<file path="src/rtl/step_sequencer.sv">
// rtl/step_sequencer.sv - beat-driven pattern step sequencer with gated note output
module step_sequencer #(
  parameter int STEPS    = 16,
  parameter int NOTE_W   = 4,
  parameter int GATE_LEN = 5000000,
  parameter int GATE_W   = 23
) (
  input  logic              clk,
  input  logic              reset,
  input  logic              beat,
  input  logic              play,
  input  logic              wr_en,
  input  logic [3:0]        wr_addr,
  input  logic [NOTE_W-1:0] wr_note,
  input  logic              wr_active,
  output logic [3:0]        step_idx,
  output logic [NOTE_W-1:0] note,
  output logic              gate,
  output logic              note_on
);

  localparam int PTR_W = $clog2(STEPS);
  localparam logic [PTR_W-1:0]  LAST_STEP = PTR_W'(STEPS - 1);
  localparam logic [GATE_W-1:0] GATE_LOAD = GATE_W'(GATE_LEN - 1);

  typedef enum logic {
    IDLE = 1'b0,
    RUN  = 1'b1
  } state_t;

  state_t state, state_nxt;

  logic [NOTE_W-1:0] pat_note [STEPS];
  logic [STEPS-1:0]  pat_active;

  logic [PTR_W-1:0]  ptr, ptr_nxt;
  logic [GATE_W-1:0] gate_cnt, gate_cnt_nxt;
  logic [3:0]        step_idx_nxt;
  logic [NOTE_W-1:0] note_nxt;
  logic              gate_nxt;
  logic              note_on_nxt;

  logic              wr_hit;
  logic [PTR_W-1:0]  wr_idx;
  logic [NOTE_W-1:0] cur_note;
  logic              cur_active;

  // Addresses beyond the pattern length are silently dropped.
  assign wr_hit     = wr_en && (int'(wr_addr) < STEPS);
  assign wr_idx     = wr_addr[PTR_W-1:0];
  assign cur_note   = pat_note[ptr];
  assign cur_active = pat_active[ptr];

  always_ff @(posedge clk or negedge reset) begin
    if (!reset) begin
      for (int i = 0; i < STEPS; i++) begin
        pat_note[i] <= '0;
      end
      pat_active <= '0;
    end else if (wr_hit) begin
      pat_note[wr_idx]   <= wr_note;
      pat_active[wr_idx] <= wr_active;
    end
  end

  always_comb begin
    state_nxt    = state;
    ptr_nxt      = ptr;
    gate_cnt_nxt = gate_cnt;
    step_idx_nxt = step_idx;
    note_nxt     = note;
    gate_nxt     = gate;
    note_on_nxt  = 1'b0;

    case (state)
      IDLE: begin
        ptr_nxt      = '0;
        gate_nxt     = 1'b0;
        gate_cnt_nxt = '0;
        if (play) begin
          state_nxt = RUN;
        end
      end

      RUN: begin
        if (!play) begin
          // Stop wins over a coincident beat; note and step_idx keep their last values.
          state_nxt    = IDLE;
          ptr_nxt      = '0;
          gate_nxt     = 1'b0;
          gate_cnt_nxt = '0;
        end else if (beat) begin
          step_idx_nxt = 4'(ptr);
          ptr_nxt      = (ptr == LAST_STEP) ? '0 : ptr + 1'b1;
          if (cur_active) begin
            note_nxt     = cur_note;
            note_on_nxt  = 1'b1;
            gate_nxt     = 1'b1;
            gate_cnt_nxt = GATE_LOAD;
          end else begin
            gate_nxt     = 1'b0;
            gate_cnt_nxt = '0;
          end
        end else if (gate) begin
          if (gate_cnt != '0) begin
            gate_cnt_nxt = gate_cnt - 1'b1;
          end else begin
            gate_nxt = 1'b0;
          end
        end
      end

      default: begin
        state_nxt = IDLE;
      end
    endcase
  end

  always_ff @(posedge clk or negedge reset) begin
    if (!reset) begin
      state    <= IDLE;
      ptr      <= '0;
      gate_cnt <= '0;
      step_idx <= '0;
      note     <= '0;
      gate     <= 1'b0;
      note_on  <= 1'b0;
    end else begin
      state    <= state_nxt;
      ptr      <= ptr_nxt;
      gate_cnt <= gate_cnt_nxt;
      step_idx <= step_idx_nxt;
      note     <= note_nxt;
      gate     <= gate_nxt;
      note_on  <= note_on_nxt;
    end
  end

endmodule

</file>
<file path="config.mk">
export PLATFORM = sky130hd
export DESIGN_NAME = step_sequencer
export DESIGN_NICKNAME = d
export VERILOG_FILES = /design/src/rtl/step_sequencer.sv
export SDC_FILE = /design/constraint.sdc
export NUM_CORES = 1
export LEC_CHECK = 0
export BUFFER_PORTS_ARGS = -buffer_cell sky130_fd_sc_hd__buf_4
export CAP_MARGIN = 20
export CORE_ASPECT_RATIO = 0.5
export CORE_MARGIN = 4
export CORE_UTILIZATION = 40
export CTS_CLUSTER_SIZE = 25
export DETAILED_ROUTE_END_ITERATION = 12
export PLACE_DENSITY = 0.58
export SYNTH_ARGS = -nofsm -noshare
export SYNTH_HDL_FRONTEND = slang
export SYNTH_SLANG_ARGS = --single-unit
</file>
<file path="constraint.sdc">
create_clock -name clk -period 2.5 [get_ports clk]
set_clock_uncertainty 0.2 [all_clocks]
set_input_delay 0 -clock clk [delete_from_list [all_inputs] [get_ports clk]]
set_output_delay 0 -clock clk [all_outputs]
set_load 0.05 [all_outputs]
</file>
Word level (Yosys, flattened, before mapping)
Index checks and enable logic that the tools add are counted.

Register bits: 118. Input port bits: 14. Output and inout port bits: 10. Logic and storage cells: 76.

$add $sub $neg: 2. Order comparisons: 6. Equal/unequal tests: 4. Mux-type cells: 31. Bitwise gates (word level): 3. Reduce and logical (&&, ||, !) cells: 6.

Operator list (count): 2-to-1 mux 23 bit (5); bitwise mux 64 bit (1); one-hot mux 23 bit (2 select lines) (1); 2-to-1 mux 4 bit (6); nonzero test 23 bit (1); subtractor 23 x 1 -> 23 bit, second input constant (1); binary-select mux 4 bit (select 4 bit) (1); bitwise mux 16 bit (1); demux 4 bit (select 4 bit) (1); 2-to-1 mux 1 bit (11); greater-or-equal comparator 5 bit, second input constant (2); < comparator 4 x 5 -> 1 bit, second input constant (2); inverter 4 -> 5 bit (2); one-hot mux 4 bit (2 select lines) (1); < comparator 5 x 1 -> 1 bit, second input constant (1); adder 4 x 1 -> 4 bit, second input constant (1); binary-select mux 1 bit (select 4 bit) (1); demux 1 bit (select 4 bit) (1); == test 4 bit, second input constant (1); greater-or-equal comparator 4 x 1 -> 1 bit, second input constant (1); inequality test 4 x 3 -> 1 bit, second input constant (1); inequality test 4 bit, second input constant (1); AND reduction 4 bit (1); inequality test 3 bit, second input constant (1); 5 further kinds (6).

Depth between registers and ports, before layout
Depth in word-level cells: 6. Depth in mapped cells: 9. Mapped depth without buffers: 7.

Worst setup path before layout
No wires, ideal clock.

Path kind: register to register. From: register ptr[0]. To: register note[0]. Setup time: 0.125 ns. Arrival time: 2.227 ns. Data required time: 2.175 ns. Path slack: -0.051 ns. Stages on the path, launching flop included: 6. Buffers on the path: 2. Period minus slack after synthesis: 2.551 ns. Cells stage by stage: dfrtp_1 -> clkbuf_1 -> buf_1 -> mux4_2 -> mux4_2 -> mux2_2.

Word-level cells in the longest chain between the ends: 4. Elaborated cells between the ends (all ways): 7. Classes of those cells: 5 x mux; 1 x bitwise; 1 x reduce/logical.

RTL lines: start, declared (line 36) `logic [PTR_W-1:0] ptr, ptr_nxt;`; start signal, assigned (line 130) `ptr <= ptr_nxt;`; inverter 4 -> 5 bit (not written as such) (line 51) `assign cur_note = pat_note[ptr];`; binary-select mux 4 bit (select 4 bit) (line 51); 2-to-1 mux 4 bit (not written as such) (2 in a row) (line 51); end signal, assigned (line 133) `note <= note_nxt;`; end, declared (line 17) `output logic [NOTE_W-1:0] note,`.

Parallel ways exist; a longest one is shown, timed or not. The select of a mux whose other input is x is not followed. A chain may end at the register's enable or synchronous reset.

Worst setup path in the final report
From: register gate_cnt[9]. To: register gate_cnt[20].

Word-level cells in the longest chain between the ends: 6. Elaborated cells between the ends (all ways): 9. Classes of those cells: 1 x add/sub; 1 x eq/ne; 5 x mux; 2 x reduce/logical.

RTL lines: start, declared (line 37) `logic [GATE_W-1:0] gate_cnt, gate_cnt_nxt;`; start signal, assigned (line 131) `gate_cnt <= gate_cnt_nxt;`; subtractor 23 x 1 -> 23 bit (line 106) `gate_cnt_nxt = gate_cnt - 1'b1;`; 2-to-1 mux 23 bit (line 105) `if (gate_cnt != '0) begin`; 2-to-1 mux 23 bit (line 104) `end else if (gate) begin`; 2-to-1 mux 23 bit (line 92) `end else if (beat) begin`; 2-to-1 mux 23 bit (line 86) `if (!play) begin`; one-hot mux 23 bit (2 select lines) (line 75) `case (state)`.

Parallel ways exist; a longest one is shown, timed or not. The select of a mux whose other input is x is not followed.

==> impl_metrics.ini <==
[power]
pwr-share-comb_pct = 18.3
powerDensity_mw_per_mm2 = 846.6
clockPowerShare_pct = 40.3
total_power_w = 0.005904
p_sw_w = 0.001588
power_leakage_nw = 2.976
pwr-share-seq_pct = 41.4
switching_share_pct = 26.89
p_int_w = 0.004316
ir_worst_vdd_mv = 0.5308

[layout]
drive_gt1_share_pct = 43.84
final_common_cell = dfrtp_1
final_nets = 498
area_growth_syn_to_layout_pct = 23.73
final_util_pct = 51.04
n_antenna_cell = 0
fin_area_sq_mm = 0.006974
mostFrequentLayoutCells = dfrtp_1 (117), mux2_2 (89), buf_4 (53), nor2_1 (23), mux4_2 (23)

[timing]
rsz0062_at_grt = yes
setup_tns_ns = 0
finalCriticalPeriod_ns = 2.484
worst_slew_pin_slew_ns = 0.8149
whs_ns = 0.06360
maxSlewViolCount = 0
final-setup-viol-count = 0
clock.fmax_ghz = 0.4026
hold_viol_final = 0
finalCritPeriodShare_pct = 99.34
max_slew_margin_pct = 45.49

[logic_synthesis]
yosysTopAreaCellShare_pct = 52.39
synth_top_family_by_area = multiplexers
synthAdderAreaFrac_pct = 0.4440
ys_ff_latch = 118
yosys.area_share.simple_pct = 9.079
synthArstFlopShare_pct = 100.0
syn_area_sq_mm = 0.005637
synth_edf_count = 0
synth_fp_nets = 436
synth-seq-area-share_pct = 52.39
synthMuxAreaShare_pct = 27.50
synth_xor_area_share_pct = 1.398
ys.flop_type = dfrtp_1
avgSynthCellArea_sq_um = 13.42
synth_top_cell_by_area = dfrtp_1
synth.distinct_cells = 51
ys_warn_count = 0
syn_inst = 420
synth_compound_area_share_pct = 6.637
netlist_top_cells_area = dfrtp_1 (52%), mux2_2 (18%), mux4_2 (9.2%)

[floorplan]
die_area_sq_mm = 0.01617
rows = 30
die_width_um = 175.9
io_pins = 24
core_sq_mm = 0.01366
start_util_pct = 41.25
die_h_um = 91.94

[place]
port_buffers = 23
gp_congestion = 0.8435
placed_area_sq_mm = 0.006145
hpwl_mm = 8.467

[routing]
antenna_left = 0
viasPerCell = 5.365
num_vias = 3686
drtPass1Iterations = 4
wl_mm = 12.60
wl_per_cell_um = 18.34
dr.first_iter.drc_count = 208
post-route-drc-count = 0

[min_path]
min_from = wr_en
hold_class = input pin to register
hold_end = pat_active[13]
holdPathStages = 4

[critical_path]
r2r_slack_ns = 0.02
cpMostUsedCell = or4_4
slowest_delay_ns = 0.57
start_kind = register
r2r-end = gate_cnt[20]
crit_path_end_kind = register
crit_type = register to register
crit_chain = or4_4 -> buf_6 -> nor4_4 -> nand3_1 -> or4_4 -> a21oi_2
crit_slowest_cell = or4_4
crit_path_max_fanout = 3
arrival_ns = 2.61
reg2reg_depth = 6
r2r-start = gate_cnt[9]
cp.required_ns = 2.62

[grt]
grt_pass1_vias = 3786
grt_remaining_overflow = 0
grt_pass1_wl_mm = 20.73
antenna_found_initial = 0
grt_usage_pct = 16.63
grt_max_degree = 75

[clocking]
cts.sinks = 118
cts_max_level = 4
cts_inserted_buffers = 17
cts_tree = built
clock_latency_ns = 0.41
cts.path.max_buffers = 2
clk_pin_slew_ns = 0.06
clockRootBuffer = clkbuf_16

[flow_run]
max_cap_violations = 0

[run_status]
status = finished, final reports clean
## kinds of logic after synthesis
logic type,count (synthesis)
adders and majority gates,2
xor gates and xnor gates,9
AOI/OAI and AO/OA,51
buffers and inverters,34
and+or+nand+nor,91
muxes,115
DFF,118
## power groups by stage
stage | logic (W) | clock network, W | registers (W)
2_1_floorplan | 0.000631 | 0 | 0.00253
5_1_grt | 0.00117 | 0.00254 | 0.00249
3_5_place_dp | 0.00103 | 0 | 0.00247
4_1_cts | 0.00106 | 0.00244 | 0.00244
3_3_place_gp | 0.00101 | 0 | 0.00247
6_report | 0.00108 | 0.00238 | 0.00244
## layout make-up
class / count / area [sq um]
Fill cell: 1229 / 6689
Sequential cell: 118 / 2954
Multi-Input combinational cell: 268 / 2586
Timing Repair Buffer: 70 / 589.3
Clock buffer: 18 / 429.2
Tap cell: 192 / 240.2
Clock inverter: 14 / 148.9
Inverter: 7 / 26.28
## worst max path at each step
| stage | cells past startpoint | from | to | slack [ns] |
|---|---|---|---|---|
| 2_1_floorplan | 6 | gate_cnt[9] | gate_cnt[4] | 0.04 |
| 3_3_place_gp | 6 | gate_cnt[11] | gate_cnt[19] | 0.06 |
| 3_5_place_dp | 6 | ptr[1] | gate_cnt[4] | -0.004 |
| 4_1_cts | 6 | gate_cnt[11] | gate_cnt[20] | 0.01 |
| 5_1_grt | 6 | gate_cnt[9] | gate_cnt[20] | -0.06 |
| 6_report | 6 | gate_cnt[9] | gate_cnt[20] | 0.02 |
## stage by stage
| stage | setup WS, ns | std cells |
|---|---|---|
| finish | 0.01638 | 687 |
| global route | -0.05735 | 687 |
| CTS | 0.01426 | 680 |
| detailed placement | -0.004300 | 633 |
| global placement | 0.06498 | 633 |
| floorplan | 0.03804 | 420 |
## synth_stat cells (3+ instances only)
cell type / instances
or4_1: 8
xnor2_1: 4
o31ai_1: 4
mux2i_1: 3
nand2_1: 14
mux4_2: 23
nand3b_1: 4
nand3_1: 5
nor2_1: 23
nand2b_1: 4
buf_2: 4
dfrtp_1: 118
or3_1: 10
inv_1: 7
o21ai_0: 6
a31oi_1: 6
clkbuf_1: 18
buf_1: 3
a21oi_1: 8
nand4_1: 3
mux2_2: 89
o211ai_1: 7
xor2_1: 5
nor4_1: 8
## flip-flops by register name (all words and copies together), names as in the netlist
name / cells
pat_active: 16
gate: 1
note: 4
gate_cnt: 23
ptr: 4
pat_note: 64
step_idx: 4
note_on: 1
state: 1
## routing by layer
layer  vias to the layer above  wire length (um)  track usage [%]
li1                       1711                 -                -
met1                      1911              6037            23.14
met2                        54              5939            25.65
met3                        10               492            4.407
met4                         0               130            5.188
met5                         -                 0                0
## worst max-delay path, delay by kind of cell, from the launching register on
family,cells,cell delay [ns]
AND/OR/NAND/NOR,4,1.55
flip-flops,1,0.38
buffers and inverters,1,0.15
AO/OA/AOI/OAI,1,0.13
## repair_timing
item | in CTS | in global routing
buffers inserted | 1 | 6
endpoints found under the hold margin | 222 | 0
pin swaps | 1 | 7
hold buffers | 14 | 0
endpoints found under the setup margin | 2 | 16
gates resized for setup | 1 | 12
gates cloned | 0 | 1
Power figures use the tool's default switching activity.
